==> src/rtl/snn_pkg.sv <==
// Shared widths, network sizes and FSM encoding for the
// spiking ECG beat classifier.
package snn_pkg;

    localparam int N_IN       = 16;
    localparam int N_HID      = 8;
    localparam int N_OUT      = 6;
    localparam int T_STEPS    = 64;
    localparam int P_WIDTH    = 8;
    localparam int W_WIDTH    = 8;
    localparam int V_WIDTH    = 16;
    localparam int LEAK_SHIFT = 4;

    localparam logic signed [V_WIDTH-1:0] THRESH = 16'sd64;

    typedef enum logic [2:0] {
        IDLE,
        HID_ACC,
        HID_FIRE,
        OUT_ACC,
        OUT_FIRE,
        DONE
    } state_t;

endpackage

==> src/rtl/snn_lif_neuron.sv <==
// Leaky integrate-and-fire neuron with saturating accumulate
// and its own weight table indexed by presynaptic neuron.
import snn_pkg::*;

module snn_lif_neuron #(
    parameter  int FAN_IN = 16,
    localparam int AW     = $clog2(FAN_IN)
) (
    input  logic          clk,
    input  logic          rst,
    input  logic          clear,
    input  logic          acc,
    input  logic [AW-1:0] idx,
    input  logic          fire,
    output logic          spike
);

    localparam logic signed [V_WIDTH-1:0] V_MAX =
        {1'b0, {(V_WIDTH-1){1'b1}}};
    localparam logic signed [V_WIDTH-1:0] V_MIN =
        {1'b1, {(V_WIDTH-1){1'b0}}};

    logic signed [W_WIDTH-1:0] w;
    logic signed [V_WIDTH-1:0] v;
    logic signed [V_WIDTH-1:0] v_acc;
    logic signed [V_WIDTH-1:0] v_leak;
    logic signed [V_WIDTH:0]   sum;
    logic                      over;

    snn_weight_rom #(.DEPTH(FAN_IN)) ROM0 (
        .addr(idx),
        .data(w)
    );

    // One guard bit detects signed overflow of the sum.
    assign sum = {v[V_WIDTH-1], v}
               + {{(V_WIDTH+1-W_WIDTH){w[W_WIDTH-1]}}, w};

    always_comb begin
        v_acc = sum[V_WIDTH-1:0];
        if (sum[V_WIDTH] != sum[V_WIDTH-1])
            v_acc = sum[V_WIDTH] ? V_MIN : V_MAX;
    end

    assign v_leak = v - (v >>> LEAK_SHIFT);
    assign over   = (v >= THRESH);
    assign spike  = fire && over;

    always_ff @(posedge clk or posedge rst) begin
        if (rst)
            v <= '0;
        else if (clear)
            v <= '0;
        else if (acc)
            v <= v_acc;
        else if (fire)
            v <= (over || v_leak[V_WIDTH-1]) ? '0 : v_leak;
    end

endmodule

==> src/rtl/snn_weight_rom.sv <==
// Fixed weight table for one neuron; contents are preloaded
// from outside and never written by the design.
import snn_pkg::*;

module snn_weight_rom #(
    parameter  int DEPTH = 16,
    localparam int AW    = $clog2(DEPTH)
) (
    input  logic [AW-1:0]      addr,
    output logic [W_WIDTH-1:0] data
);

    logic [W_WIDTH-1:0] mem [0:DEPTH-1];

    assign data = mem[addr];

endmodule

==> src/rtl/snn_ecg_classifier.sv <==
// Two-layer spiking classifier: rate-coded inputs, 8 hidden and
// 6 output LIF neurons, argmax over paired output spike counts.
import snn_pkg::*;

module snn_ecg_classifier (
    input  logic       clk,
    input  logic       resetn,
    output logic [1:0] output_class,
    output logic       no_spike,
    output logic       end_process
);

    logic [P_WIDTH-1:0] in_period [0:N_IN-1];
    logic [P_WIDTH-1:0] in_cnt    [N_IN];
    logic [7:0]         spk_cnt   [N_OUT];

    logic [N_IN-1:0]  in_spk;
    logic [N_HID-1:0] hid_spk;
    logic [N_HID-1:0] hid_hit;
    logic [N_OUT-1:0] out_hit;

    state_t     state, state_nx;
    logic [3:0] k;
    logic [5:0] step;
    logic       clr, hid_acc, hid_fire, out_acc, out_fire;
    logic       step_start;

    always_ff @(posedge clk or posedge resetn) begin
        if (resetn) state <= IDLE;
        else        state <= state_nx;
    end

    always_comb begin
        state_nx = state;
        unique case (state)
            IDLE:     state_nx = HID_ACC;
            HID_ACC:  if (k == 4'(N_IN-1))  state_nx = HID_FIRE;
            HID_FIRE: state_nx = OUT_ACC;
            OUT_ACC:  if (k == 4'(N_HID-1)) state_nx = OUT_FIRE;
            OUT_FIRE: state_nx = (step == 6'(T_STEPS-1)) ? DONE
                                                         : HID_ACC;
            DONE:     state_nx = DONE;
            default:  state_nx = IDLE;
        endcase
    end

    assign clr        = (state == IDLE);
    assign hid_acc    = (state == HID_ACC) && in_spk[k];
    assign hid_fire   = (state == HID_FIRE);
    assign out_acc    = (state == OUT_ACC) && hid_spk[k[2:0]];
    assign out_fire   = (state == OUT_FIRE);
    assign step_start = (state_nx == HID_ACC) && (state != HID_ACC);

    always_ff @(posedge clk or posedge resetn) begin
        if (resetn) begin
            k       <= '0;
            step    <= '0;
            in_spk  <= '0;
            hid_spk <= '0;
            for (int i = 0; i < N_IN; i++)  in_cnt[i]  <= '0;
            for (int o = 0; o < N_OUT; o++) spk_cnt[o] <= '0;
        end else begin
            if ((state == HID_ACC && k != 4'(N_IN-1)) ||
                (state == OUT_ACC && k != 4'(N_HID-1)))
                k <= k + 4'd1;
            else
                k <= '0;
            if (clr)      step <= '0;
            if (out_fire) step <= step + 6'd1;
            // Each input's spike for the step is latched once here.
            if (step_start) begin
                for (int i = 0; i < N_IN; i++) begin
                    if (in_period[i] != '0 &&
                        in_cnt[i] == in_period[i] - 8'd1) begin
                        in_spk[i] <= 1'b1;
                        in_cnt[i] <= '0;
                    end else begin
                        in_spk[i] <= 1'b0;
                        in_cnt[i] <= in_cnt[i] + 8'd1;
                    end
                end
            end
            if (hid_fire) hid_spk <= hid_hit;
            for (int o = 0; o < N_OUT; o++)
                if (out_fire && out_hit[o] && spk_cnt[o] != 8'hff)
                    spk_cnt[o] <= spk_cnt[o] + 8'd1;
        end
    end

    snn_lif_neuron #(.FAN_IN(N_IN)) neuron_hid0 (.clk(clk),
        .rst(resetn), .clear(clr), .acc(hid_acc), .idx(k),
        .fire(hid_fire), .spike(hid_hit[0]));
    snn_lif_neuron #(.FAN_IN(N_IN)) neuron_hid1 (.clk(clk),
        .rst(resetn), .clear(clr), .acc(hid_acc), .idx(k),
        .fire(hid_fire), .spike(hid_hit[1]));
    snn_lif_neuron #(.FAN_IN(N_IN)) neuron_hid2 (.clk(clk),
        .rst(resetn), .clear(clr), .acc(hid_acc), .idx(k),
        .fire(hid_fire), .spike(hid_hit[2]));
    snn_lif_neuron #(.FAN_IN(N_IN)) neuron_hid3 (.clk(clk),
        .rst(resetn), .clear(clr), .acc(hid_acc), .idx(k),
        .fire(hid_fire), .spike(hid_hit[3]));
    snn_lif_neuron #(.FAN_IN(N_IN)) neuron_hid4 (.clk(clk),
        .rst(resetn), .clear(clr), .acc(hid_acc), .idx(k),
        .fire(hid_fire), .spike(hid_hit[4]));
    snn_lif_neuron #(.FAN_IN(N_IN)) neuron_hid5 (.clk(clk),
        .rst(resetn), .clear(clr), .acc(hid_acc), .idx(k),
        .fire(hid_fire), .spike(hid_hit[5]));
    snn_lif_neuron #(.FAN_IN(N_IN)) neuron_hid6 (.clk(clk),
        .rst(resetn), .clear(clr), .acc(hid_acc), .idx(k),
        .fire(hid_fire), .spike(hid_hit[6]));
    snn_lif_neuron #(.FAN_IN(N_IN)) neuron_hid7 (.clk(clk),
        .rst(resetn), .clear(clr), .acc(hid_acc), .idx(k),
        .fire(hid_fire), .spike(hid_hit[7]));

    snn_lif_neuron #(.FAN_IN(N_HID)) neuron_out0 (.clk(clk),
        .rst(resetn), .clear(clr), .acc(out_acc), .idx(k[2:0]),
        .fire(out_fire), .spike(out_hit[0]));
    snn_lif_neuron #(.FAN_IN(N_HID)) neuron_out1 (.clk(clk),
        .rst(resetn), .clear(clr), .acc(out_acc), .idx(k[2:0]),
        .fire(out_fire), .spike(out_hit[1]));
    snn_lif_neuron #(.FAN_IN(N_HID)) neuron_out2 (.clk(clk),
        .rst(resetn), .clear(clr), .acc(out_acc), .idx(k[2:0]),
        .fire(out_fire), .spike(out_hit[2]));
    snn_lif_neuron #(.FAN_IN(N_HID)) neuron_out3 (.clk(clk),
        .rst(resetn), .clear(clr), .acc(out_acc), .idx(k[2:0]),
        .fire(out_fire), .spike(out_hit[3]));
    snn_lif_neuron #(.FAN_IN(N_HID)) neuron_out4 (.clk(clk),
        .rst(resetn), .clear(clr), .acc(out_acc), .idx(k[2:0]),
        .fire(out_fire), .spike(out_hit[4]));
    snn_lif_neuron #(.FAN_IN(N_HID)) neuron_out5 (.clk(clk),
        .rst(resetn), .clear(clr), .acc(out_acc), .idx(k[2:0]),
        .fire(out_fire), .spike(out_hit[5]));

    logic [8:0] s0, s1, s2, best;
    logic [1:0] cls;
    logic       silent;

    assign s0 = {1'b0, spk_cnt[0]} + {1'b0, spk_cnt[1]};
    assign s1 = {1'b0, spk_cnt[2]} + {1'b0, spk_cnt[3]};
    assign s2 = {1'b0, spk_cnt[4]} + {1'b0, spk_cnt[5]};

    // Strict compares keep ties on the lower class index.
    always_comb begin
        best = s0;
        cls  = 2'd0;
        if (s1 > best) begin
            best = s1;
            cls  = 2'd1;
        end
        if (s2 > best) cls = 2'd2;
    end

    assign silent       = (s0 == '0) && (s1 == '0) && (s2 == '0);
    assign end_process  = (state == DONE);
    assign no_spike     = end_process && silent;
    assign output_class = end_process ? cls : 2'd0;

endmodule

==> config.mk <==
export PLATFORM = sky130hd
export DESIGN_NAME = snn_ecg_classifier
export DESIGN_NICKNAME = d
export VERILOG_FILES = /design/src/rtl/snn_pkg.sv /design/src/rtl/snn_lif_neuron.sv /design/src/rtl/snn_weight_rom.sv /design/src/rtl/snn_ecg_classifier.sv
export SDC_FILE = /design/constraint.sdc
export NUM_CORES = 1
export LEC_CHECK = 0
export CAP_MARGIN = 10
export CORE_MARGIN = 8
export CORE_UTILIZATION = 63
export DETAILED_ROUTE_END_ITERATION = 10
export HOLD_SLACK_MARGIN = 0.03
export PLACE_DENSITY = 0.84
export SYNTH_ARGS = -nofsm -noshare
export SYNTH_HDL_FRONTEND = slang
export SYNTH_SLANG_ARGS = --single-unit
export TNS_END_PERCENT = 1
==> constraint.sdc <==
create_clock -name clk -period 7.1 [get_ports clk]
set_input_delay 1.775 -clock clk [delete_from_list [all_inputs] [get_ports clk]]
set_output_delay 1.775 -clock clk [all_outputs]
set_load 0.005 [all_outputs]
### Word level (Yosys, flattened, before mapping)

Index checks and enable logic that the tools add are counted.

* memories: 0
* logic and storage cells: 397
* bits in latches: 0
* register bits: 437
* RAM bits: 0
* bits of input ports: 2
* output and inout bits: 4
* ROM bits: 0

* divide/modulo/power cells: 0
* equality and inequality tests: 48
* $add $sub $neg: 71
* reduce and logical (&&, ||, !) cells: 88
* multiply operators: 0
* order comparisons: 18
* bitwise operators: 0
* multiplexer cells: 131
* shift operators: 0

Operator list (number)
* 2-to-1 mux 16 bit: 84
* adder 16 x 8 -> 17 bit, second input constant: 14
* greater-or-equal comparator 16 x 8 -> 1 bit, second input constant: 14
* subtractor 16 x 12 -> 16 bit: 14
* adder 8 x 1 -> 8 bit, second input constant: 22
* equality test 8 bit: 16
* 2-to-1 mux 8 bit: 16
* nonzero test 8 bit, first input constant: 16
* subtractor 8 x 1 -> 8 bit, both inputs constant: 16
* logical AND 1 bit: 50
* inequality test 8 bit, second input constant: 6
* adder 8 x 8 -> 9 bit: 3
* logical NOT 9 bit: 3
* 2-to-1 mux 1 bit: 19
* greater-than comparator 9 bit: 2
* case mux 3 bit (6 select lines): 1
* logical OR 1 bit: 15
* inequality test 1 bit: 14
* 2-to-1 mux 6 bit: 2
* 2-to-1 mux 3 bit: 3
* 2-to-1 mux 9 bit: 1
* adder 6 x 1 -> 6 bit, second input constant: 1
* equality test 3 x 1 -> 1 bit, second input constant: 2
* equality test 3 x 2 -> 1 bit, second input constant: 2
* other kinds (17): 20

### Longest topological paths before layout

* depth after elaboration: 6
* gate-level depth with buffers: 23
* mapped depth without buffers: 22

### Modules after synthesis

From an unflattened synthesis, not the netlist that was laid out.

* cells, all modules: 5016
* area total of the unflattened synthesis: 39999.6 sq um

Modules (own cells, without submodules)
* snn_lif_neuron at neuron_hid4 ...: area each 2529.9 sq um, cells each 321, times used 5
* snn_lif_neuron at neuron_out1 ...: area each 2366.0 sq um, cells each 313, times used 5
* snn_lif_neuron at neuron_hid1 ...: area each 2463.6 sq um, cells each 311, times used 2
* snn_ecg_classifier: area each 4675.7 sq um, cells each 472, times used 1
* snn_lif_neuron at neuron_hid3: area each 2522.4 sq um, cells each 316, times used 1
* snn_lif_neuron at neuron_hid0: area each 2501.1 sq um, cells each 310, times used 1
* snn_weight_rom: area each 63.8 sq um, cells each 9, times used 14

### Least setup slack after synthesis

OpenSTA, ideal clock, no wires.

* path type: register to output
* start: register spk_cnt[16] in the netlist's numbering
* end: output output_class[0]
* data required time: 5325 ps
* stages on the path, launching flop included: 21
* arrival: 4115 ps
* path slack: 1210 ps
* buffers on the path: 1
* cells stage by stage: dfrtp_1 -> ha_1 -> fa_1 -> a211oi_1 -> o21ai_0 -> a21o_1 -> a21o_1 -> ha_1 -> nand2_1 -> nor3_1 -> o21a_1 -> buf_2 -> mux2i_1 -> ha_1 -> nor2b_1 -> o21a_1 -> o21a_1 -> o21ai_0 -> a211oi_1 -> o21ai_0 -> and3_1

* cells in the longest elaborated chain, start to end: 6

Ends and longest elaborated chain
* start, declared: RTL line snn_ecg_classifier.sv:15 `logic [7:0] spk_cnt [N_OUT];`
* start signal, assigned by index: RTL line snn_ecg_classifier.sv:86 `spk_cnt[o] <= spk_cnt[o] + 8'd1;`
* adder 8 x 8 -> 9 bit *: RTL line snn_ecg_classifier.sv:139 `assign s1 = {1'b0, spk_cnt[2]} + {1'b0, spk_cnt[3]};`
* greater-than comparator 9 bit: RTL line snn_ecg_classifier.sv:146 `if (s1 > best) begin`
* 2-to-1 mux 9 bit: RTL line snn_ecg_classifier.sv:146
* greater-than comparator 9 bit: RTL line snn_ecg_classifier.sv:150 `if (s2 > best) cls = 2'd2;`
* 2-to-1 mux 2 bit *: RTL line snn_ecg_classifier.sv:150
* 2-to-1 mux 2 bit *: RTL line snn_ecg_classifier.sv:156 `assign output_class = end_process ? cls : 2'd0;`
* end, declared: RTL line snn_ecg_classifier.sv:8 `output logic [1:0] output_class,`

Mark *: on every way between the ends. The rest lies on a longest branch, timed or not.

### Worst setup path after layout

* start: register spk_cnt[32] in the netlist's numbering
* end: output output_class[0]

* cells in the longest elaborated chain, start to end: 6

Ends and longest elaborated chain
* adder 8 x 8 -> 9 bit *: RTL line snn_ecg_classifier.sv:138 `assign s0 = {1'b0, spk_cnt[0]} + {1'b0, spk_cnt[1]};`
* greater-than comparator 9 bit: RTL line snn_ecg_classifier.sv:146
* 2-to-1 mux 9 bit: RTL line snn_ecg_classifier.sv:146
* greater-than comparator 9 bit: RTL line snn_ecg_classifier.sv:150
* 2-to-1 mux 2 bit *: RTL line snn_ecg_classifier.sv:150
* 2-to-1 mux 2 bit *: RTL line snn_ecg_classifier.sv:156

Marks and branches as above.

==> results.tsv <==
metric	value	unit
fin_cells	1563	
vias_per_cell	6.248	
seq_area	3929	sq um
dp_cells	1523	
grt_util_all_layers	22.45	%
die-area	23810	sq um
criticalPathCategory	reg -> out	
sequentialPowerShare	46.9	%
drive_gt1_share	6.245	%
slew_headroom	38.69	%
fin_nets	1472	
setup-violations-final	0	
cts_buffer_depth	2	
synth_seq_cells	157	
die_y	154.3	microns
setup_tns	0	ns
ir_worst_vdd	154.9	uV
multi_input_area	7645	sq um
p_sw	0.4004	mW
grt_max_degree	105	
grt_pass1_wl	45220	microns
wl_per_cell	16.56	microns
via_count	9766	
cp.required	5.33	ns
fin_crit_sh	94.35	%
antennaDiodeCount	0	
worstSetupEndpointType	output pin	
pwr_density_cell	145.5	nW/um^2
hold_class	reg -> reg	
final_core_util	69.85	%
crit_fanout	4	
fin_area	13110	sq um
fmax	149.3	MHz
cts_num_sinks	157	
synth_fp_nets	1462	
async_flop_share	100.0	%
clk_pin_slew_worst_paths	0.06	ns
clock_skew	0.008864	ns
final_hold_viol_count	0	
drc	0	
cts.htree.levels	4	
rsz0062_at_grt	no	
setup.worst_path.start_class	flip-flop	
cts_inserted_buffers	17	
leakagePower	6.341	nW
antenna_left	0	
internal_power	1.507	mW
arrival	4.92	ns
antenna_found_initial	0	
cts_tree	built	
syn2layout_area_growth	8.795	%
whs	0.4897	ns
finalWirelength	25890	microns
combPwrFrac	0.9	%
nFillCells	1386	
synth_top_area_share	32.61	%
initial_core_util	64.20	%
p_clk_share	52.2	%
outcome	finished, final reports clean	
synthCells	1306	
switching_share	20.99	%
yosys_warnings	0	
r2r_setup_slack	4.03	ns
clock_latency	0.43	ns
portBuffers	5	
synth.distinct_cells	65	
synth_edf_count	0	
yosys-top-cells-area	dfrtp_1, ha_1, a22o_1	
core	18770	sq um
die_w	154.3	microns
yosysTopAreaCell	dfrtp_1	
drt_iter0_markers	396	
ctsRootBufferMaster	clkbuf_16	
syn_area	12050	sq um
gr-total-overflow	0	
avgSynthCellArea	9.226	sq um
drv_slew	0	
row_count	50	
fin_crit	6.699	ns
yosysSeqAreaShare	32.61	%
gp_congestion	0.8707	
hpwlAfterDp	18220	microns
post_dp_cell_area	12320	sq um
drt_first_pass_iters	8	
tightest_slew	0.9197	ns
synthFlopType	dfrtp_1	
drv_cap	0	
io_pins	6	
grt_pass1_vias	9926	
-- state kept, by name, summed over array words and instances (netlist names), 4 cells and up --
name           cells
neuron_out3.v     16
k                  4
neuron_out5.v     16
step               6
neuron_out2.v     16
spk_cnt           48
neuron_out0.v     16
neuron_out1.v     16
neuron_out4.v     16
-- cell usage in the layout (no fill, tap or decap), types with 10 or more instances in the layout --
cell type,n
nor2_1,98
nor3_1,23
nor2b_1,10
nand2_1,70
a211oi_1,12
a22o_1,80
a21o_1,34
buf_4,14
or3_1,18
o21a_1,35
nand4_1,20
and3_1,10
a21oi_1,70
nand2b_1,12
nand3_1,31
inv_1,112
clkbuf_16,17
o21ai_0,57
ha_1,143
dfrtp_1,157
nor4_1,16
xor2_1,41
xnor2_1,78
-- synthesized netlist by cell type (all sizes together), types with 20 or more instances --
cell type	instances
a21o	34
a21oi	73
a22o	80
clkbuf	25
dfrtp	157
ha	145
inv	113
nand2	70
nand3	32
nand4	20
nor2	98
nor3	24
o21a	36
o21ai	60
xnor2	79
xor2	41
-- layer usage --
layer	up-vias	GRT usage, %	share of wire [%]
met1	4798	27.78	46
li1	4778	-	-
met2	155	39.66	50
met4	0	6.346	1.3
met3	35	3.734	2.9
met5	-	0	0
-- worst max-delay path: stages, from the launching register on --
cell	delay [ns]
dfrtp_1	0.43
ha_2	0.23
inv_1	0.07
fa_2	0.39
nor2b_4	0.15
o21ai_0	0.10
a21oi_1	0.21
inv_1	0.11
ha_4	0.28
nand3_2	0.09
o221ai_2	0.17
a21oi_2	0.09
nor3_2	0.19
o21a_2	0.23
buf_6	0.12
mux2_2	0.32
ha_1	0.18
nor2b_1	0.11
o21a_1	0.11
o21a_1	0.10
o21ai_0	0.08
a211oi_1	0.29
o21ai_1	0.11
and3_1	0.18
dlymetal6s2s_1	0.15
-- kinds of logic after synthesis --
family	synth area share (%)
compound gates	22.17
simple gates	13.96
flops	32.61
fa+ha+maj	16.55
buf+inv	4.590
xor+xnor	8.723
mux	1.402
-- repair_timing --
item                       CTS  global route
setup endpoints to repair    2             2
resized for setup            2            20
hold buffers                 0             0
buffers inserted             3             4
pin swaps                    2             8
-- cell type report --
| cell class | count | share of cell area [%] |
|---|---|---|
| clock buffers | 20 | 3.484 |
| clock inverters | 12 | 1.413 |
| inverters | 113 | 3.274 |
| multi-input cells | 1007 | 58.32 |
| flip-flops and latches | 157 | 29.97 |
| well taps | 234 | 2.233 |
| repair buffers | 20 | 1.308 |
-- power groups by stage --
| stage | Sequential (mW) | Combinational, mW | Clock (mW) |
|---|---|---|---|
| 6_report | 0.894 | 0.0176 | 0.995 |
| 4_1_cts | 0.894 | 0.0195 | 1.00 |
| 3_3_place_gp | 0.911 | 0.0193 | 0 |
| 2_1_floorplan | 0.911 | 0.0129 | 0 |
| 5_1_grt | 0.894 | 0.0218 | 1.04 |
| 3_5_place_dp | 0.911 | 0.0194 | 0 |
-- through the flow --
| step | setup WS (ns) | total power, mW |
|---|---|---|
| floorplan | 1.090 | 0.9243 |
| global route | 0.1292 | 1.959 |
| global placement | 0.4863 | 0.9304 |
| finish | 0.4008 | 1.907 |
| CTS | 0.02110 | 1.918 |
| detailed placement | 0.3045 | 0.9305 |
-- path summary, 6_finish.rpt --
path / from / endpoint / cells past startpoint
setup / recovery: spk_cnt[32] / output_class[0] / 24
min in group asynchronous: resetn / neuron_out5.v[13] / 2
hold / removal: k[0] / k[0] / 1
max in group asynchronous: resetn / spk_cnt[37] / 3
hold reg to reg: k[0] / k[0] / 1
setup reg to reg: neuron_out4.v[8] / neuron_out4.v[11] / 9
(Power assumes the default switching activity.)
